`src/rtl/csa_pkg.sv`:
```
// Shared helpers for the pipelined carry-select adder: group count and
// parameter legality, both usable in constant expressions.
package csa_pkg;

    function automatic int group_count(input int width, input int block);
        return width / block;
    endfunction

    // Legal when WIDTH splits into whole blocks and the blocks split evenly into PIPE segments.
    function automatic bit params_ok(input int width, input int block, input int pipe);
        if (block <= 0 || width <= 0) return 1'b0;
        if (width % block != 0) return 1'b0;
        if (pipe < 1 || pipe > width / block) return 1'b0;
        return ((width / block) % pipe) == 0;
    endfunction

endpackage

```
`src/rtl/csa_block.sv`:
```
// Combinational dual-carry block: sums a+b for carry-in 0 and 1 so the
// incoming group carry only has to drive a mux.
module csa_block #(
    parameter int BLOCK = 8
) (
    input  logic [BLOCK-1:0] a,
    input  logic [BLOCK-1:0] b,
    output logic [BLOCK-1:0] sum0,
    output logic [BLOCK-1:0] sum1,
    output logic             c0,
    output logic             c1
);

    assign {c0, sum0} = {1'b0, a} + {1'b0, b};
    assign {c1, sum1} = {1'b0, a} + {1'b0, b} + {{BLOCK{1'b0}}, 1'b1};

endmodule

```
`src/rtl/csa_pipe_adder.sv`:
```
// Pipelined carry-select adder/subtractor with valid/ready handshake.
// An input rank captures operands, then PIPE stages each resolve one segment LSB first.
module csa_pipe_adder
    import csa_pkg::*;
#(
    parameter int WIDTH = 64,
    parameter int BLOCK = 8,
    parameter int PIPE  = 2
) (
    input  logic             clock,
    input  logic             reset_n,
    input  logic             in_valid,
    output logic             in_ready,
    input  logic [WIDTH-1:0] op1,
    input  logic [WIDTH-1:0] op2,
    input  logic             cin,
    input  logic             sub,
    output logic             out_valid,
    input  logic             out_ready,
    output logic [WIDTH-1:0] sum,
    output logic             cout,
    output logic             ovf
);

    localparam int G    = group_count(WIDTH, BLOCK);
    localparam int S    = G / PIPE;
    localparam int SEGW = S * BLOCK;

    if (!params_ok(WIDTH, BLOCK, PIPE)) begin : g_param_check
        $fatal(1, "csa_pipe_adder: illegal WIDTH/BLOCK/PIPE combination");
    end

    logic             w_stall;
    logic             r_in_v;
    logic             r_in_c;
    logic [WIDTH-1:0] r_in_a;
    logic [WIDTH-1:0] r_in_b;

    // A full output that is not being taken freezes every rank at once.
    assign w_stall  = out_valid && !out_ready;
    assign in_ready = !w_stall;

    always_ff @(posedge clock or negedge reset_n) begin
        if (!reset_n) begin
            r_in_v <= 1'b0;
            r_in_c <= 1'b0;
            r_in_a <= '0;
            r_in_b <= '0;
        end else if (!w_stall) begin
            r_in_v <= in_valid;
            r_in_c <= sub | cin;
            r_in_a <= op1;
            r_in_b <= sub ? ~op2 : op2;
        end
    end

    for (genvar gi = 0; gi < PIPE; gi++) begin : g_stage
        localparam int LO  = gi * SEGW;
        localparam int REM = WIDTH - LO;

        logic [REM-1:0]            w_a;
        logic [REM-1:0]            w_b;
        logic                      w_cin;
        logic                      w_v;
        logic [S-1:0][BLOCK-1:0]   w_s0;
        logic [S-1:0][BLOCK-1:0]   w_s1;
        logic [S-1:0]              w_c0;
        logic [S-1:0]              w_c1;
        logic [SEGW-1:0]           w_seg;
        logic                      w_cout;
        logic [LO+SEGW-1:0]        w_sum_next;
        logic [LO+SEGW-1:0]        r_sum;
        logic                      r_c;
        logic                      r_v;

        if (gi == 0) begin : g_src
            assign w_a        = r_in_a;
            assign w_b        = r_in_b;
            assign w_cin      = r_in_c;
            assign w_v        = r_in_v;
            assign w_sum_next = w_seg;
        end else begin : g_src
            assign w_a        = g_stage[gi-1].g_fwd.r_a;
            assign w_b        = g_stage[gi-1].g_fwd.r_b;
            assign w_cin      = g_stage[gi-1].r_c;
            assign w_v        = g_stage[gi-1].r_v;
            assign w_sum_next = {w_seg, g_stage[gi-1].r_sum};
        end

        for (genvar gj = 0; gj < S; gj++) begin : g_grp
            csa_block #(.BLOCK(BLOCK)) u_blk (
                .a    (w_a[gj*BLOCK +: BLOCK]),
                .b    (w_b[gj*BLOCK +: BLOCK]),
                .sum0 (w_s0[gj]),
                .sum1 (w_s1[gj]),
                .c0   (w_c0[gj]),
                .c1   (w_c1[gj])
            );
        end

        // Group carries ripple only through the select muxes within the segment.
        always_comb begin
            logic v_carry;
            v_carry = w_cin;
            w_seg   = '0;
            for (int j = 0; j < S; j++) begin
                w_seg[j*BLOCK +: BLOCK] = v_carry ? w_s1[j] : w_s0[j];
                v_carry                 = v_carry ? w_c1[j] : w_c0[j];
            end
            w_cout = v_carry;
        end

        always_ff @(posedge clock or negedge reset_n) begin
            if (!reset_n) begin
                r_sum <= '0;
                r_c   <= 1'b0;
                r_v   <= 1'b0;
            end else if (!w_stall) begin
                r_sum <= w_sum_next;
                r_c   <= w_cout;
                r_v   <= w_v;
            end
        end

        if (gi < PIPE - 1) begin : g_fwd
            logic [REM-SEGW-1:0] r_a;
            logic [REM-SEGW-1:0] r_b;
            always_ff @(posedge clock or negedge reset_n) begin
                if (!reset_n) begin
                    r_a <= '0;
                    r_b <= '0;
                end else if (!w_stall) begin
                    r_a <= w_a[REM-1:SEGW];
                    r_b <= w_b[REM-1:SEGW];
                end
            end
        end else begin : g_last
            logic r_ovf;
            // Carry into the MSB is recovered as a^b^sum at that bit.
            always_ff @(posedge clock or negedge reset_n) begin
                if (!reset_n) begin
                    r_ovf <= 1'b0;
                end else if (!w_stall) begin
                    r_ovf <= w_a[SEGW-1] ^ w_b[SEGW-1] ^ w_seg[SEGW-1] ^ w_cout;
                end
            end
        end
    end

    assign out_valid = g_stage[PIPE-1].r_v;
    assign sum       = g_stage[PIPE-1].r_sum;
    assign cout      = g_stage[PIPE-1].r_c;
    assign ovf       = g_stage[PIPE-1].g_last.r_ovf;

endmodule

```
`config.mk`:
```
export PLATFORM = sky130hd
export DESIGN_NAME = csa_pipe_adder
export DESIGN_NICKNAME = d
export VERILOG_FILES = /design/src/rtl/csa_pkg.sv /design/src/rtl/csa_block.sv /design/src/rtl/csa_pipe_adder.sv
export SDC_FILE = /design/constraint.sdc
export NUM_CORES = 1
export LEC_CHECK = 0
export BUFFER_PORTS_ARGS = -buffer_cell sky130_fd_sc_hd__buf_2
export CORE_ASPECT_RATIO = 1.25
export CORE_MARGIN = 4
export CORE_UTILIZATION = 53
export CTS_CLUSTER_DIAMETER = 30
export CTS_CLUSTER_SIZE = 40
export DETAILED_ROUTE_END_ITERATION = 7
export PLACE_DENSITY = 0.86
export SLEW_MARGIN = 25
export SYNTH_ARGS = -nofsm -noshare
export SYNTH_HDL_FRONTEND = slang
export SYNTH_HIERARCHICAL = 1
export SYNTH_SLANG_ARGS = --single-unit
```
`constraint.sdc`:
```
create_clock -name clock -period 3.85 [get_ports clock]
set_input_delay 0.5775 -clock clock [delete_from_list [all_inputs] [get_ports clock]]
set_output_delay 0.5775 -clock clock [all_outputs]
set_load 0.02 [all_outputs]
```
==> key figures <==
Floorplanning
  – Site Rows: 70
  – Initial Util: 0.5353
  – Core area: about 29,000 sq um
  – Ports: approximately 200
  – Width of the die: around 160 um
  – Die Y-Extent: between 150 and 200 um
  – Die ar.: 32,280 sq um

Synth
  – Synth Cell Area: ~16,000 sq um
  – Ys Warns: 6
  – Mapped Cells: 1,711
  – #FFs+latches synth: 295
  – Synthesized Nets: roughly 1,900
  – Mapped Avg Cell Area: 9.124 sq um
  – Sequential share of the synthesized area: 0.4729
  – Count of cell types in the netlist: 36

Routing
  – DRC: 0
  – Drt pass-1 iters: 7
  – Routed WL: roughly 36,000 um
  – Via density: between 5 and 6
  – WL per Instance: 15.42 um
  – Antenna viol nets, final: 0
  – DRT iter0 DRCs: approximately 850
  – Vias: approximately 12,000

Timing
  – Skew final: approximately 14 ps
  – Final Hold Vio Count: 0
  – Final Setup Violations: 0
  – Slew @ Worst Pin: between 800 and 900 ps
  – Max Clock Freq: around 270 MHz
  – Slew headroom: 0.4294
  – Slew Limit Fails: 0
  – Post-route clock period utilization: 0.9590
  – Final min period: roughly 3700 ps
  – WHS: between 70 and 80 ps
  – Worst setup margin: between 150 and 200 ps

Setup path
  – Crit-path cells: ha_1, inv_1, fa_1, nand2b_1, a21oi_2, o21ai_0, a211oi_2, nand4_1, xnor2_2, mux2i_2, mux2i_4, mux2i_2, xnor3_1, mux2_4
  – Reg2reg start: g_stage[0].g_fwd.r_a[8]
  – Startpoint types: flop
  – Endpoint class of the critical path: flop
  – Crit path kind: flop to flop
  – CP max FO: 3
  – CP most frequent cell: mux2i_2
  – Critical Path RT: about 4300 ps
  – Slowest-stage cell, CP: fa_1
  – Worst EP arrival: 4130 ps
  – Setup crit start: g_stage[0].g_fwd.r_a[8]
  – Slowest stage delay, CP: 400 ps

Global routing
  – Vias in the first global route: between 10,000 and 15,000
  – Largest net degree at the start of global routing: slightly below 300
  – Gr ovfl total: 0
  – Gr usage total: 0.2203
  – Number of antenna violations at the first check in global routing: 1
  – First-pass GRT wire length: about 59,000 um

Layout
  – Diodes inserted: 0
  – Nets: ~2,100
  – Cell area after layout: about 19,000 sq um
  – Area grow syn2layout: 21.33%
  – Fin util: 0.6494
  – Layout cells sized above 1: 0.1928
  – Non-Filler Instances: approximately 2,400

Job
  – Max-Cap Viols: 0

Power
  – P_leak: 0.009631 uW
  – Cell Int Power: ~11,000 uW
  – Clock network power share: 0.254
  – Sw Pwr: 7474 uW
  – Worst IR Drop VDD: 0.4957 mV
  – Power per cell area: 968.7 nW/um^2
  – Sw frac: 0.4073
  – Reg power frac: 0.275
  – Comb power frac: 0.470

CTS
  – H-Tree Depth: 2
  – CTS Hold Bufs: 0
  – Reg clk slew, reported paths: around 60 ps
  – Cts bufs inserted: 53
  – TritonCTS Sinks: approximately 300
  – Worst-skew pair later-pin latency: between 500 and 600 ps
  – Clock Path Buffers: 3
  – TritonCTS clock tree: done
  – Clock Tree Root: clkbuf_16

Status
  – Status: finished, final reports clean

Place
  – Placed Instances: 2,253
  – Placement Cell Area: roughly 17,000 sq um
  – Routability Congestion: about 0.9
  – Worst slack, placed: -30.73 ps
  – Input/output buffers: roughly 200
  – DP HPWL: 24,650 um

Hold path
  – HP Class: primary input to asynchronous set/reset pin
-- critical path, delay by kind of cell (launching register included) --
kind	cells	cell delay, ps
flops	1	350
simple gates	2	400
xor+xnor	2	630
mux	4	950
fa+ha+maj	2	610
compound gates	3	580
buf+inv	1	70
-- what timing repair did --
action / CTS / global route
pin swaps: 0 / 5
setup buffers: 1 / 2
setup endpoints to repair: 1 / 1
gates resized for setup: 0 / 9
-- state kept, by name, summed over array words and instances, names as in the netlist --
signal	cells
g_stage.r_sum	32
cout	1
ovf	1
g_stage.g_fwd.r_a	32
g_stage.r_v	1
sum	64
g_stage.w_cin	1
g_stage.w_v	1
g_stage.w_a	64
g_stage.w_b	64
out_valid	1
g_stage.g_fwd.r_b	32
g_stage.r_c	1
-- cell usage after synthesis --
| library cell | number | area share |
|---|---|---|
| a21oi_1 | 34 | 0.011 |
| nor2b_1 | 1 | 0.00040 |
| o211ai_1 | 8 | 0.0038 |
| nand4_1 | 8 | 0.0032 |
| a211oi_2 | 8 | 0.0064 |
| a211oi_1 | 8 | 0.0038 |
| nand3_1 | 8 | 0.0026 |
| o22ai_1 | 8 | 0.0032 |
| mux2i_2 | 2 | 0.0018 |
| mux2i_4 | 3 | 0.0043 |
| clkbuf_1 | 65 | 0.016 |
| o21bai_2 | 8 | 0.0058 |
| o21ai_1 | 9 | 0.0029 |
| xor2_1 | 32 | 0.018 |
| mux2_4 | 1 | 0.00096 |
| and3_2 | 16 | 0.0077 |
| or2_2 | 8 | 0.0032 |
| fa_1 | 8 | 0.010 |
| nand2_1 | 632 | 0.15 |
| o31a_1 | 8 | 0.0045 |
| inv_1 | 56 | 0.013 |
| xnor2_1 | 129 | 0.072 |
| and4_1 | 8 | 0.0045 |
| nor2_1 | 10 | 0.0024 |
| buf_1 | 6 | 0.0014 |
| o21ai_0 | 136 | 0.044 |
| o21a_1 | 8 | 0.0038 |
| dfrtp_1 | 295 | 0.47 |
| ha_1 | 72 | 0.058 |
| inv_2 | 1 | 0.00024 |
| xnor3_1 | 1 | 0.0014 |
| nand2b_1 | 17 | 0.0068 |
| and3_1 | 8 | 0.0032 |
| buf_6 | 4 | 0.0029 |
| mux2i_1 | 69 | 0.044 |
| a21o_1 | 16 | 0.0077 |
-- cell type report --
type                            instances  area, sq um
Sequential cell                       295         7382
Inverter                               57        219.0
Clock buffer                           60         1383
Fill cell                            2204        10220
Timing Repair Buffer                  225         1260
Multi-Input combinational cell       1284         7752
Clock inverter                         40        449.2
Tap cell                              396        495.5
-- path summary, 6_finish.rpt --
path,depth (start not counted),slack (ps),endpoint
setup / recovery,14,160,ovf
hold / removal,1,70,g_stage[0].w_a[50]
setup reg to reg,14,160,ovf
hold reg to reg,2,460,sum[10]
max in group asynchronous,2,2600,g_stage[0].w_b[23]
min in group clock,3,220,g_stage[0].w_a[51]
-- through the flow --
step / power [uW] / setup TNS (ps)
global placement: 13040 / 0
finish: 18350 / 0
floorplan: 11320 / 0
global route: 19650 / -22.73
detailed placement: 13500 / -30.73
CTS: 18340 / 0
-- layer usage --
| layer | routed length [um] | global-route usage | vias up |
|---|---|---|---|
| li1 | - | - | 6025 |
| met3 | 1846 | 0.03882 | 86 |
| met4 | 985 | 0.07901 | 2 |
| met5 | 13 | 0 | - |
| met1 | 14500 | 0.2614 | 5957 |
| met2 | 18990 | 0.4038 | 365 |
-- power by group through the flow --
stage	Sequential [uW]	Clock, uW	Combinational, uW
2_1_floorplan	5290	0	6020
3_3_place_gp	5020	0	8020
3_5_place_dp	5080	0	8420
4_1_cts	5060	4750	8530
5_1_grt	5190	4910	9550
6_report	5050	4660	8630
-- placed cells by master, fill, tap and decap left out, types with 32 or more instances in the layout --
cell type	instances
xnor2_1	127
o21ai_0	135
clkbuf_16	53
ha_1	72
xor2_1	32
buf_2	199
nand2_1	632
mux2i_1	65
dfrtp_1	295
inv_1	56
-- cells by family (layout without fill, tap and decap cells) --
| group | Yosys count | in the layout | synth area share |
|---|---|---|---|
| AND/OR/NAND/NOR | 716 | 716 | 0.1859 |
| AO/OA/AOI/OAI | 251 | 251 | 0.09650 |
| flip-flops | 295 | 295 | 0.4729 |
| XOR/XNOR | 162 | 162 | 0.09177 |
| multiplexers | 75 | 75 | 0.05129 |
| adder cells (fa/ha/maj) | 80 | 80 | 0.06796 |
| buffers and inverters | 132 | 382 | 0.03366 |
No activity file was read; power rests on OpenSTA's default activity.
